$ cat src/rtl/ysyx_22051013_axi_lsu_read_master_pkg.sv
// ----------------------------------------------------------------------------
// ysyx_22051013_axi_lsu_read_master_pkg
//   Shared constants and types for the LSU AXI read master:
//   - reset-active level, LSU access-size encodings, AXI RESP constants
//   - read-master FSM state encoding
//   - latched request attributes (offset within the dword, size, unsigned)
//   - misalignment helper
// ----------------------------------------------------------------------------
package ysyx_22051013_axi_lsu_read_master_pkg;

  // Reset is active when rst equals this level.
  localparam logic ysyx_22051013_RSTABLE = 1'b1;

  // LSU access sizes.
  localparam logic [1:0] ysyx_22051013_LS_B = 2'd0;
  localparam logic [1:0] ysyx_22051013_LS_H = 2'd1;
  localparam logic [1:0] ysyx_22051013_LS_W = 2'd2;
  localparam logic [1:0] ysyx_22051013_LS_D = 2'd3;

  // AXI response field.
  localparam int         ysyx_22051013_RESP_W = 2;
  localparam logic [1:0] ysyx_22051013_OKAY   = 2'b00;

  // Read master states. S_IDLE/S_DATA keep their existing AXI encodings,
  // S_ADDR/S_RESP fill the remaining two codes.
  typedef enum logic [1:0] {
    S_IDLE = 2'd0,
    S_ADDR = 2'd1,
    S_DATA = 2'd2,
    S_RESP = 2'd3
  } rd_state_e;

  // Attributes of the accepted load, held until the response returns.
  typedef struct packed {
    logic [2:0] off;
    logic [1:0] size;
    logic       uns;
  } ld_meta_t;

  // Natural alignment check for the requested size.
  function automatic logic ls_misaligned(input logic [1:0] size, input logic [2:0] off);
    return ((size == ysyx_22051013_LS_H) &&  off[0])          ||
           ((size == ysyx_22051013_LS_W) && (off[1:0] != 2'b0)) ||
           ((size == ysyx_22051013_LS_D) && (off      != 3'b0));
  endfunction

endpackage

$ cat src/rtl/ysyx_22051013_axi_lsu_read_master_align.sv
// ----------------------------------------------------------------------------
// ysyx_22051013_lsu_load_align
//   Combinational load aligner: shifts the addressed bytes of a 64-bit beat
//   down to bit 0, truncates to the access size and sign/zero-extends.
//   Ports:
//     raw_data  in  DATA_W  read beat as returned by the slave
//     offset    in  3       byte offset within the beat
//     size      in  2       B/H/W/D
//     is_uns    in  1       1 = zero-extend, 0 = sign-extend (ignored for D)
//     ext_data  out DATA_W  aligned, extended result
// ----------------------------------------------------------------------------
module ysyx_22051013_lsu_load_align
  import ysyx_22051013_axi_lsu_read_master_pkg::*;
#(
  parameter int DATA_W = 64
) (
  input  logic [DATA_W-1:0] raw_data,
  input  logic [2:0]        offset,
  input  logic [1:0]        size,
  input  logic              is_uns,
  output logic [DATA_W-1:0] ext_data
);

  logic [DATA_W-1:0] shifted;

  assign shifted = raw_data >> {offset, 3'b000};

  always_comb begin
    ext_data = shifted;
    unique case (size)
      ysyx_22051013_LS_B: ext_data = is_uns ? {{(DATA_W-8){1'b0}},  shifted[7:0]}
                                            : {{(DATA_W-8){shifted[7]}},  shifted[7:0]};
      ysyx_22051013_LS_H: ext_data = is_uns ? {{(DATA_W-16){1'b0}}, shifted[15:0]}
                                            : {{(DATA_W-16){shifted[15]}}, shifted[15:0]};
      ysyx_22051013_LS_W: ext_data = is_uns ? {{(DATA_W-32){1'b0}}, shifted[31:0]}
                                            : {{(DATA_W-32){shifted[31]}}, shifted[31:0]};
      default:            ext_data = shifted;
    endcase
  end

endmodule

$ cat src/rtl/ysyx_22051013_axi_lsu_read_master.sv
// ----------------------------------------------------------------------------
// ysyx_22051013_axi_lsu_read_master
//   Single-outstanding AXI4-Lite-style read initiator for the LSU. Takes one
//   load from the pipeline, issues a dword-aligned AR beat, extracts and
//   extends the addressed data from the R beat and returns it on a
//   valid/ready response. Misaligned loads are answered with an error
//   without any bus traffic.
//   Ports:
//     clk, rst                      clock, synchronous active-high reset
//     req_valid/req_ready           load request handshake
//     req_addr/req_size/req_unsigned load attributes
//     resp_valid/resp_ready         result handshake
//     resp_data/resp_err            extended data, error flag
//     lsu_ar_addr/valid/ready       AR channel to the LSU read slave
//     lsu_r_data/resp/valid/ready   R channel from the LSU read slave
// ----------------------------------------------------------------------------
module ysyx_22051013_axi_lsu_read_master
  import ysyx_22051013_axi_lsu_read_master_pkg::*;
#(
  parameter int ADDR_W = 64,
  parameter int DATA_W = 64
) (
  input  logic              clk,
  input  logic              rst,
  input  logic              req_valid,
  output logic              req_ready,
  input  logic [ADDR_W-1:0] req_addr,
  input  logic [1:0]        req_size,
  input  logic              req_unsigned,
  output logic              resp_valid,
  input  logic              resp_ready,
  output logic [DATA_W-1:0] resp_data,
  output logic              resp_err,
  output logic [ADDR_W-1:0] lsu_ar_addr,
  output logic              lsu_ar_valid,
  input  logic              lsu_ar_ready,
  input  logic [DATA_W-1:0] lsu_r_data,
  input  logic [1:0]        lsu_r_resp,
  input  logic              lsu_r_valid,
  output logic              lsu_r_ready
);

  rd_state_e         state_q, state_d;
  ld_meta_t          meta_q, meta_d;
  logic [ADDR_W-1:0] ar_addr_q, ar_addr_d;
  logic              ar_valid_q, ar_valid_d;
  logic              r_ready_q, r_ready_d;
  logic              resp_valid_q, resp_valid_d;
  logic [DATA_W-1:0] resp_data_q, resp_data_d;
  logic              resp_err_q, resp_err_d;
  logic              req_ready_q, req_ready_d;
  logic [DATA_W-1:0] align_data;

  ysyx_22051013_lsu_load_align #(.DATA_W(DATA_W)) u_align (
    .raw_data (lsu_r_data),
    .offset   (meta_q.off),
    .size     (meta_q.size),
    .is_uns   (meta_q.uns),
    .ext_data (align_data)
  );

  // Outputs are the registered copies; next values are set up on the
  // transition into each state so every output is glitch-free.
  always_comb begin
    state_d      = state_q;
    meta_d       = meta_q;
    ar_addr_d    = ar_addr_q;
    ar_valid_d   = ar_valid_q;
    r_ready_d    = r_ready_q;
    resp_valid_d = resp_valid_q;
    resp_data_d  = resp_data_q;
    resp_err_d   = resp_err_q;
    req_ready_d  = req_ready_q;
    unique case (state_q)
      S_IDLE: begin
        if (req_valid && req_ready_q) begin
          meta_d      = '{off: req_addr[2:0], size: req_size, uns: req_unsigned};
          ar_addr_d   = {req_addr[ADDR_W-1:3], 3'b000};
          req_ready_d = 1'b0;
          resp_err_d  = 1'b0;
          if (ls_misaligned(req_size, req_addr[2:0])) begin
            // Answer directly; the bus never sees this access.
            state_d      = S_RESP;
            resp_valid_d = 1'b1;
            resp_err_d   = 1'b1;
            resp_data_d  = '0;
          end else begin
            state_d    = S_ADDR;
            ar_valid_d = 1'b1;
          end
        end
      end
      S_ADDR: begin
        if (ar_valid_q && lsu_ar_ready) begin
          state_d    = S_DATA;
          ar_valid_d = 1'b0;
          r_ready_d  = 1'b1;
        end
      end
      S_DATA: begin
        if (lsu_r_valid && r_ready_q) begin
          // Data is returned even on a bus error; resp_err qualifies it.
          state_d      = S_RESP;
          r_ready_d    = 1'b0;
          resp_valid_d = 1'b1;
          resp_data_d  = align_data;
          resp_err_d   = (lsu_r_resp != ysyx_22051013_OKAY);
        end
      end
      S_RESP: begin
        if (resp_ready) begin
          // req_ready rises only now, so a waiting request is taken next cycle.
          state_d      = S_IDLE;
          resp_valid_d = 1'b0;
          req_ready_d  = 1'b1;
        end
      end
      default: state_d = S_IDLE;
    endcase
  end

  always_ff @(posedge clk) begin
    if (rst == ysyx_22051013_RSTABLE) begin
      state_q      <= S_IDLE;
      meta_q       <= '0;
      ar_addr_q    <= '0;
      ar_valid_q   <= 1'b0;
      r_ready_q    <= 1'b0;
      resp_valid_q <= 1'b0;
      resp_data_q  <= '0;
      resp_err_q   <= 1'b0;
      req_ready_q  <= 1'b1;
    end else begin
      state_q      <= state_d;
      meta_q       <= meta_d;
      ar_addr_q    <= ar_addr_d;
      ar_valid_q   <= ar_valid_d;
      r_ready_q    <= r_ready_d;
      resp_valid_q <= resp_valid_d;
      resp_data_q  <= resp_data_d;
      resp_err_q   <= resp_err_d;
      req_ready_q  <= req_ready_d;
    end
  end

  assign req_ready    = req_ready_q;
  assign resp_valid   = resp_valid_q;
  assign resp_data    = resp_data_q;
  assign resp_err     = resp_err_q;
  assign lsu_ar_addr  = ar_addr_q;
  assign lsu_ar_valid = ar_valid_q;
  assign lsu_r_ready  = r_ready_q;

endmodule

$ cat config.mk
export PLATFORM = sky130hd
export DESIGN_NAME = ysyx_22051013_axi_lsu_read_master
export DESIGN_NICKNAME = d
export VERILOG_FILES = /design/src/rtl/ysyx_22051013_axi_lsu_read_master_pkg.sv /design/src/rtl/ysyx_22051013_axi_lsu_read_master_align.sv /design/src/rtl/ysyx_22051013_axi_lsu_read_master.sv
export SDC_FILE = /design/constraint.sdc
export NUM_CORES = 1
export LEC_CHECK = 0
export ABC_AREA = 1
export CAP_MARGIN = 20
export CELL_PAD_IN_SITES_DETAIL_PLACEMENT = 0
export CELL_PAD_IN_SITES_GLOBAL_PLACEMENT = 2
export CORE_ASPECT_RATIO = 0.7
export CORE_MARGIN = 2
export CORE_UTILIZATION = 24
export DETAILED_ROUTE_END_ITERATION = 16
export GPL_ROUTABILITY_DRIVEN = 1
export PLACE_DENSITY_LB_ADDON = 0.1
export SLEW_MARGIN = 20
export SYNTH_ARGS = -nofsm -noshare
export SYNTH_HDL_FRONTEND = slang
export SYNTH_SLANG_ARGS = --single-unit
$ cat constraint.sdc
create_clock -name clk -period 2.6 [get_ports clk]
set_clock_uncertainty 0.15 [all_clocks]
set_input_delay 0.39 -clock clk [delete_from_list [all_inputs] [get_ports clk]]
set_output_delay 0.39 -clock clk [all_outputs]
set_load 0.02 [all_outputs]
* Word level (Yosys, flattened, before mapping)
Cells that the tools add are included.
Storage, ports and cells: register bits 138, bits of input ports 139, output and inout port bits 133, logic and storage cells 85
Operators by class: equal/unequal tests 14, shift-type cells 1, multiplexer cells 33, reduce and logical (&&, ||, !) cells 26
Operators with widths (number):
- $mux 64 | 6
- $pmux 64 s3 | 1
- $pmux 64 s2 | 1
- $shr 64x6->64 | 1
- $mux 1 | 14
- $ne 2x2->1 const B | 6
- $reduce_and 4->1 | 3
- $reduce_bool 2->1 | 6
- $eq 2x2->1 const B | 5
- $mux 2 | 5
- $reduce_and 3->1 | 3
- $pmux 1 s2 | 4
- $pmux 2 s4 | 1
- $eq 2x1->1 const B | 3
- $logic_and 1x1->1 | 6
- $reduce_bool 3->1 | 2
- $reduce_and 5->1 | 1
- $logic_not 2->1 | 2
- $pmux 1 s3 | 1
- $logic_or 1x1->1 | 2
- $reduce_and 2->1 | 1

* Longest topological paths before layout
Gate-level depths: netlist of the first run.
depth in word-level cells 7, gate-level depth with buffers 13, depth with buffers taken out 11

* Hierarchy
Synthesis of the first run repeated with hierarchy kept, for this count alone.
Unflattened totals: cells, all modules 1277, area total of the unflattened synthesis 8134.1 um^2
By module, submodules not included:
- ysyx_22051013_axi_lsu_read_master | instances 1, cells an instance 802, area an instance 5755.5 um^2, seq. area each 2762.6 um^2
- ysyx_22051013_lsu_load_align | instances 1, cells an instance 475, area an instance 2378.5 um^2, seq. area each 0.0 um^2

* Worst setup path after synthesis of the first run
No wires, ideal clock.
path type reg-to-reg, start register state_q[0], end register resp_data_q[44], in the netlist resp_data[44], setup time 0.071 ns, data arrival time 1.629 ns, required time 2.379 ns, path slack 0.750 ns, stages on the path, launching flop included 11, buffers on the path 1, clock period less this slack 1.850 ns, path through dfxtp_1 inv_1 ha_1 nand2_1 nand2_1 a21oi_2 nand2_1 nor2_4 buf_6 nand3_2 a21oi_2
On the way: word-level cells in the longest chain between the ends 3, elaborated cells on any way between the ends 8
RTL lines:
- from (decl) | line ysyx_22051013_axi_lsu_read_master.sv:43 | rd_state_e state_q, state_d;
- from (signal assigned) | line ysyx_22051013_axi_lsu_read_master.sv:134 | state_q <= state_d;
- $eq 2x2->1 / $logic_not 2->1 (equally long branches) | line ysyx_22051013_axi_lsu_read_master.sv:74 | unique case (state_q)
- $ne 2x2->1 (no line) / $reduce_bool 2->1 (equally long branches)
- $reduce_and 4->1 (no line)
- to (signal assigned) | line ysyx_22051013_axi_lsu_read_master.sv:140 | resp_data_q <= resp_data_d;
- to (decl) | line ysyx_22051013_axi_lsu_read_master.sv:49 | logic [DATA_W-1:0] resp_data_q, resp_data_d;
Parallel ways exist; a longest one is shown, timed or not. A chain may end at the register's enable or synchronous reset.

* Final worst setup path of the first run
start register state_q[1], end register resp_data_q[38], in the netlist resp_data[38]
Same word-level chain as after synthesis.

==> results.tsv, run 1 <==
stage	metric	value	unit
power_and_ir_drop	sw_frac_of_total	0.453	
timing	finalCriticalPeriod	2.36	ns
synthesis	ys_seq_elements	138	
power_and_ir_drop	switching_power	5.01	mW
synthesis	synth_top_family_by_area	compound AO/OA/AOI/OAI gates	
setup_path	path_max_fanout	64	
routing	drtIter0Drc	574	
clocking	clk_pin_slew	0.06	ns
placement	place_area	10500	µm²
timing	worst_pin_slew	0.978	ns
placement	portBuffers	268	
grt	grt_pass1_vias	7269	
routing	firstDrtPassIters	4	
floorplan	die_area	32500	µm²
placement	dp.cells	1699	
power_and_ir_drop	p_int	6.05	mW
finish	regArea	2770	µm²
timing	hold_viol	0	
synthesis	synthesis.area	7460	µm²
synthesis	synthXorXnorAreaFrac	0	
floorplan	fp-row-count	53	
setup_path	crit_path_end_kind	register	
grt	grt_max_degree	71	
power_and_ir_drop	power.share.combinational	0.519	
finish	areaGrowthSynthToFinish	48.1	%
setup_path	crit_buf_inv	2	
finish	final_cell_area	11000	µm²
placement	pre_cts_slack	0.0978	ns
grt	overflow	0	
routing	vias	7677	
synthesis	ys_top_cells_by_area	dfxtp_1 37%, nand2_1 14%, o21ai_0 10%, a21oi_1 8.7%, inv_1 4.7%	
power_and_ir_drop	clockPowerShare	0.218	
finish	drive_gt1_frac	0.112	
synthesis	synth_cells	1074	
synthesis	synth-simple-area-share	0.241	
setup_path	crit_type	reg2reg	
clocking	post_cts_buffers	0	
setup_path	cpMaxStageDelayCell	buf_4	
finish	multi_input_area	3830	µm²
routing	drc	0	
synthesis	synthMuxAreaShare	0.00268	
setup_path	critPathMostFrequentCell	nand2_1	
floorplan	fp.coreArea	30300	µm²
synthesis	synth_area_leader_cell	dfxtp_1	
placement	gp_congestion	0.804	
synthesis	synth-compound-area-share	0.258	
setup_path	path_cells	inv_1 -> ha_1 -> nand2_1 -> nand2_1 -> a21oi_2 -> nand2_2 -> buf_4 -> nand2_1 -> a21oi_2	
floorplan	fp.dieH	152	µm
synthesis	async_flop_share	0	
timing	worst_hold_slack	0.290	ns
clocking	ctsResizeCount	0	
synthesis	synth_edf_count	0	
setup_path	critPathTopFamily	buffers and inverters	
clocking	cts_max_path_buffers	2	
synthesis	synth_cell_type_count	35	
clocking	numCtsBuffers	17	
outcome	status	finished clean	
grt	antenna_found_initial	2	
placement	dpl.hpwl	23300	µm
worst_hold_path	hold_class	reg2reg	
clocking	insertion_delay	0.43	ns
routing	viasPerCell	4.44	
timing	setup-violations-final	0	
timing	fmax	0.423	GHz
finish	num-nets-final	1450	
routing	routed_wl	30900	µm
synthesis	ys_seq_area_frac	0.370	
timing	slew_headroom	0.348	
setup_path	critPathArrivalTime	2.57	ns
routing	ant_nets	0	
finish	fillers	3277	
power_and_ir_drop	power.leakage	4.06	nW
setup_path	slowest_delay	0.58	ns
clocking	cts_root_buffer	clkbuf_16	
grt	grt_pass1_wl	45500	µm
clocking	cts_sinks	138	
power_and_ir_drop	vdd_ir_drop_max	0.455	mV
power_and_ir_drop	pwr-share-seq	0.262	
setup_path	critPathRequiredTime	2.81	ns
timing	fin_ws	0.238	ns
synthesis	synth_top_area_share	0.370	
synthesis	synth_common_cells	280 x nand2_1, 156 x o21ai_0, 138 x dfxtp_1	
routing	routedWlPerCell	17.8	µm
floorplan	floorplan.initialDensity	0.246	
synthesis	synth_flop_cell	dfxtp_1	
floorplan	die_w	215	µm
synthesis	synth.most_common_cell	nand2_1	
floorplan	boundaryPins	272	
timing	rsz0062_at_grt	no	
grt	grt_usage	0.187	
clocking	cts_hold_buf	0	
synthesis	yosysWarnings	0	
power_and_ir_drop	powerDensity	1000	nW/µm²
clocking	cts_tree	built	
finish	final_cells	1731	
synthesis	postSynthAreaPerCell	6.95	µm²
setup_path	startpoint_type	register	
timing	slew_violations	0	
synthesis	synthAdderAreaFrac	0.00839	
clocking	cts_htree_levels	4	
timing	period_share	0.909	
run	drv_cap	0	
timing	finalSetupTns	0	ns
==> metrics by stage <==
stage	power (mW)	utilization
final	11.1	0.364
after global routing	11.8	0.364
after detailed placement	8.67	0.346
after floorplan	6.49	-
after global placement	8.71	0.346
after CTS	11.2	0.364
==> cells in the final DEF, fill, tap and decap left out, drive strengths merged, types with 2 or more instances in the layout <==
| cell | count |
|---|---|
| nor2 | 13 |
| or2 | 7 |
| inv | 101 |
| buf | 31 |
| nand2 | 286 |
| clkbuf | 20 |
| dfxtp | 138 |
| o21a | 2 |
| o211ai | 8 |
| bufinv | 2 |
| ha | 5 |
| clkinvlp | 4 |
| conb | 3 |
| clkinv | 3 |
| a21oi | 160 |
| nand3 | 82 |
| mux2i | 2 |
| a31oi | 5 |
| o21ai | 175 |
| clkdlybuf4s50 | 267 |
==> layout make-up <==
| cell class | count | area share |
|---|---|---|
| Multi-Input combinational cell | 752 | 0.347 |
| Timing Repair Buffer | 298 | 0.271 |
| Sequential cell | 138 | 0.250 |
| Tap cell | 412 | 0.0467 |
| Clock buffer | 20 | 0.0395 |
| Inverter | 99 | 0.0346 |
| Clock inverter | 11 | 0.0111 |
| Antenna cell | 1 | 0.000227 |
==> power groups by stage <==
| stage | logic, mW | registers, mW | clock network, mW |
|---|---|---|---|
| finish | 5.75 | 2.90 | 2.41 |
| global route | 6.27 | 2.97 | 2.58 |
| CTS | 5.75 | 2.91 | 2.50 |
| detailed placement | 5.72 | 2.95 | 0 |
| global placement | 5.77 | 2.94 | 0 |
| floorplan | 3.06 | 3.43 | 0 |
==> cells by family after synthesis <==
group,after synthesis
other,1
buffers and inverters,186
and+or+nand+nor,389
muxes,2
adders and majority gates,5
DFF,138
AOI/OAI and AO/OA,353
==> per-layer routing <==
layer	track usage	vias up	part of all wire
li1	-	3986	-
met1	0.299	3487	0.56
met2	0.244	182	0.39
met3	0.0367	22	0.044
met4	0.0469	0	0.010
met5	0	-	0
==> path summary, 6_finish.rpt <==
| kind | from | end | slack [ns] | cells past startpoint |
|---|---|---|---|---|
| worst max-delay path | state_q[1] | resp_data[38] | 0.24 | 9 |
| worst min-delay path | lsu_ar_addr[30] | lsu_ar_addr[30] | 0.29 | 2 |
| worst max register to register | state_q[1] | resp_data[38] | 0.24 | 9 |
| worst min register to register | lsu_ar_addr[30] | lsu_ar_addr[30] | 0.29 | 2 |
==> worst min-delay path, stage by stage, from the launching register on <==
cell	delay, ns
dfxtp_1	0.31
inv_1	0.05
a21oi_1	0.04
==> sequential cells by signal (all words and copies together), names as in the netlist <==
| signal | cells |
|---|---|
| lsu_ar_valid | 1 |
| lsu_ar_addr | 61 |
| resp_valid | 1 |
| state_q | 2 |
| resp_data | 64 |
| req_ready | 1 |
| meta_q | 6 |
| lsu_r_ready | 1 |
| resp_err | 1 |
(Power assumes the default switching activity.)
==> inputs of run 2 (changes only) <==
--- a/config.mk
+++ b/config.mk
@@ -11,11 +11,12 @@
 export CELL_PAD_IN_SITES_GLOBAL_PLACEMENT = 2
 export CORE_ASPECT_RATIO = 0.7
 export CORE_MARGIN = 2
-export CORE_UTILIZATION = 24
+export CORE_UTILIZATION = 33
 export DETAILED_ROUTE_END_ITERATION = 16
+export DONT_BUFFER_PORTS = 1
 export GPL_ROUTABILITY_DRIVEN = 1
 export PLACE_DENSITY_LB_ADDON = 0.1
-export SLEW_MARGIN = 20
+export SLEW_MARGIN = 25
 export SYNTH_ARGS = -nofsm -noshare
 export SYNTH_HDL_FRONTEND = slang
 export SYNTH_SLANG_ARGS = --single-unit
==> results.tsv, run 2 (synthesis results as in run 1) <==
stage	metric	value	unit	change
grt	grt_pass1_vias	6211		was 7269
finish	fillers	2442		was 3277
power_and_ir_drop	clockPowerShare	0.235		was 0.218
setup_path	path_cells	buf_12 -> or2_2 -> o21ai_0 -> o21ai_0 -> buf_4 -> o21ai_0 -> nand2_1 -> nand2_1 -> a21oi_1		was inv_1 -> ha_1 -> nand2_1 -> nand2_1 -> a21oi_2 -> nand2_2 -> buf_4 -> nand2_1 -> a21oi_2
outcome	status	finished clean		unchanged
routing	routed_wl	26000	µm	was 30900 µm
setup_path	crit_path_end_kind	register		unchanged
setup_path	slowest_delay	0.41	ns	was 0.58 ns
floorplan	fp.coreArea	22000	µm²	was 30300 µm²
grt	grt_usage	0.214		was 0.187
clocking	numCtsBuffers	17		unchanged
placement	dpl.hpwl	19500	µm	was 23300 µm
grt	antenna_found_initial	0		was 2
routing	drc	0		unchanged
timing	slew_violations	0		unchanged
finish	final_common_cell	nand2_1		unchanged
routing	firstDrtPassIters	4		unchanged
grt	grt_pass1_wl	38600	µm	was 45500 µm
finish	largest_register_ffs	64		unchanged
power_and_ir_drop	switching_power	4.61	mW	was 5.01 mW
finish	fin_util	0.378		was 0.364
floorplan	floorplan.initialDensity	0.340		was 0.246
timing	hold_viol	0		unchanged
power_and_ir_drop	vdd_ir_drop_max	0.574	mV	was 0.455 mV
setup_path	critPathRequiredTime	2.74	ns	was 2.81 ns
timing	finalSetupTns	0	ns	unchanged
setup_path	crit_type	reg2reg		unchanged
setup_path	reg2reg_slack	0.30	ns	was 0.24 ns
clocking	cts_max_path_buffers	2		unchanged
floorplan	fp.dieH	130	µm	was 152 µm
timing	worst_hold_slack	0.0179	ns	was 0.290 ns
power_and_ir_drop	power	9.77	mW	was 11.1 mW
timing	period_share	0.884		was 0.909
power_and_ir_drop	power.share.combinational	0.404		was 0.519
routing	drtIter0Drc	464		was 574
setup_path	critPathMostFrequentCell	o21ai_0		was nand2_1
timing	fin_ws	0.302	ns	was 0.238 ns
routing	ant_nets	0		unchanged
worst_hold_path	hp-start	req_addr[42]		was lsu_ar_addr[30]
power_and_ir_drop	p_int	5.17	mW	was 6.05 mW
routing	routedWlPerCell	19.4	µm	was 17.8 µm
clocking	cts_sinks	138		unchanged
setup_path	rr_startpoint	meta_q[3]		was state_q[1]
timing	setup-violations-final	0		unchanged
power_and_ir_drop	power.leakage	3.13	nW	was 4.06 nW
finish	areaGrowthSynthToFinish	11.2	%	was 48.1%
placement	portBuffers	0		was 268
worst_hold_path	hold_class	in2reg		was reg2reg
clocking	ctsResizeCount	0		unchanged
clocking	clk_pin_slew	0.06	ns	about the same
setup_path	cpMaxStageDelayCell	dfxtp_2		was buf_4
timing	slew_headroom	0.523		was 0.348
finish	drive_gt1_frac	0.146		was 0.112
placement	pre_cts_slack	0.303	ns	was 0.0978 ns
finish	n_antenna_cell	0		was 1
timing	finalCriticalPeriod	2.30	ns	was 2.36 ns
setup_path	critPathArrivalTime	2.44	ns	was 2.57 ns
grt	grt_max_degree	74		was 71
timing	worst_pin_slew	0.715	ns	was 0.978 ns
power_and_ir_drop	powerDensity	1180	nW/µm²	was 1000 nW/µm²
setup_path	startpoint_type	register		unchanged
power_and_ir_drop	sw_frac_of_total	0.471		was 0.453
setup_path	critical_path.startpoint	meta_q[3]		was state_q[1]
grt	overflow	0		unchanged
placement	gp_congestion	0.821		was 0.804
finish	num-nets-final	1194		was 1450
setup_path	path_max_fanout	46		was 64
finish	layout_common_cells	279 x nand2_1, 156 x o21ai_0, 136 x dfxtp_1		was 279 x nand2_1, 267 x clkdlybuf4s50_1, 156 x o21ai_0
power_and_ir_drop	pwr-share-seq	0.360		was 0.262
timing	rsz0062_at_grt	no		unchanged
routing	viasPerCell	5.07		was 4.44
clocking	insertion_delay	0.42	ns	was 0.43 ns
floorplan	die_w	184	µm	was 215 µm
timing	fmax	0.435	GHz	was 0.423 GHz
clocking	cts_tree	built		unchanged
clocking	cts_root_buffer	clkbuf_16		unchanged
floorplan	boundaryPins	272		unchanged
clocking	cts_htree_levels	4		unchanged
floorplan	die_area	23800	µm²	was 32500 µm²
floorplan	fp-row-count	45		was 53
run	drv_cap	0		unchanged
routing	vias	6824		was 7677
[run 2: critical path: cells and delay by family (launching register included)]
kind | cells | cell delay, ns
AO/OA/AOI/OAI | 4 | 0.70
AND/OR/NAND/NOR | 3 | 0.51
flip-flops | 1 | 0.41
buffers and inverters | 2 | 0.38
[run 2: stage by stage]
stage	instance area (µm²)	instances
2_1_floorplan	7470	1076
3_3_place_gp	7660	1307
3_5_place_dp	7660	1307
4_1_cts	8300	1345
5_1_grt	8300	1345
6_report	8300	1345
[run 2: path summary, 6_finish.rpt]
path	to	cells after the start
min reg2reg	meta_q[1]	2
max reg2reg	resp_data[29]	9
min	lsu_ar_addr[42]	2
max	resp_data[29]	9
[run 2: layer usage]
metal,wire (µm),vias to the layer above,GRT usage
met2,9600,247,0.270
met3,2910,18,0.0921
met5,0,-,0
li1,-,3485,-
met4,297,0,0.0532
met1,13200,3074,0.323
[run 2: layout make-up]
cell class	count	area (µm²)	area share
well taps	282	353	0.0425
multi-input cells	752	3830	0.462
flip-flops and latches	138	2770	0.333
repair buffers	42	410	0.0495
inverters	99	382	0.0460
clock inverters	12	100	0.0121
clock buffers	20	457	0.0550
[run 2: power groups by stage]
stage                     Clock [mW]  Sequential (mW)  Combinational, mW
final                           2.30             3.52               3.95
after global routing            2.47             3.59               4.42
after CTS                       2.37             3.53               3.94
after detailed placement           0             3.58               3.90
after global placement             0             3.58               3.91
after floorplan                    0             3.43               3.06
[run 2: what timing repair did]
action                                 in CTS  in global routing
endpoints found under the hold margin      70                  0
buffers inserted                            0                  0
hold buffers                                6                  0
==> inputs of run 3 (changes only) <==
--- a/config.mk
+++ b/config.mk
@@ -14,7 +14,7 @@
 export CORE_UTILIZATION = 33
 export DETAILED_ROUTE_END_ITERATION = 16
 export DONT_BUFFER_PORTS = 1
-export GPL_ROUTABILITY_DRIVEN = 1
+export GPL_ROUTABILITY_DRIVEN = 0
 export PLACE_DENSITY_LB_ADDON = 0.1
 export SLEW_MARGIN = 25
 export SYNTH_ARGS = -nofsm -noshare
==> results of run 3 <==
Same layout as run 2: the final DEF is identical, and so are final timing and power.
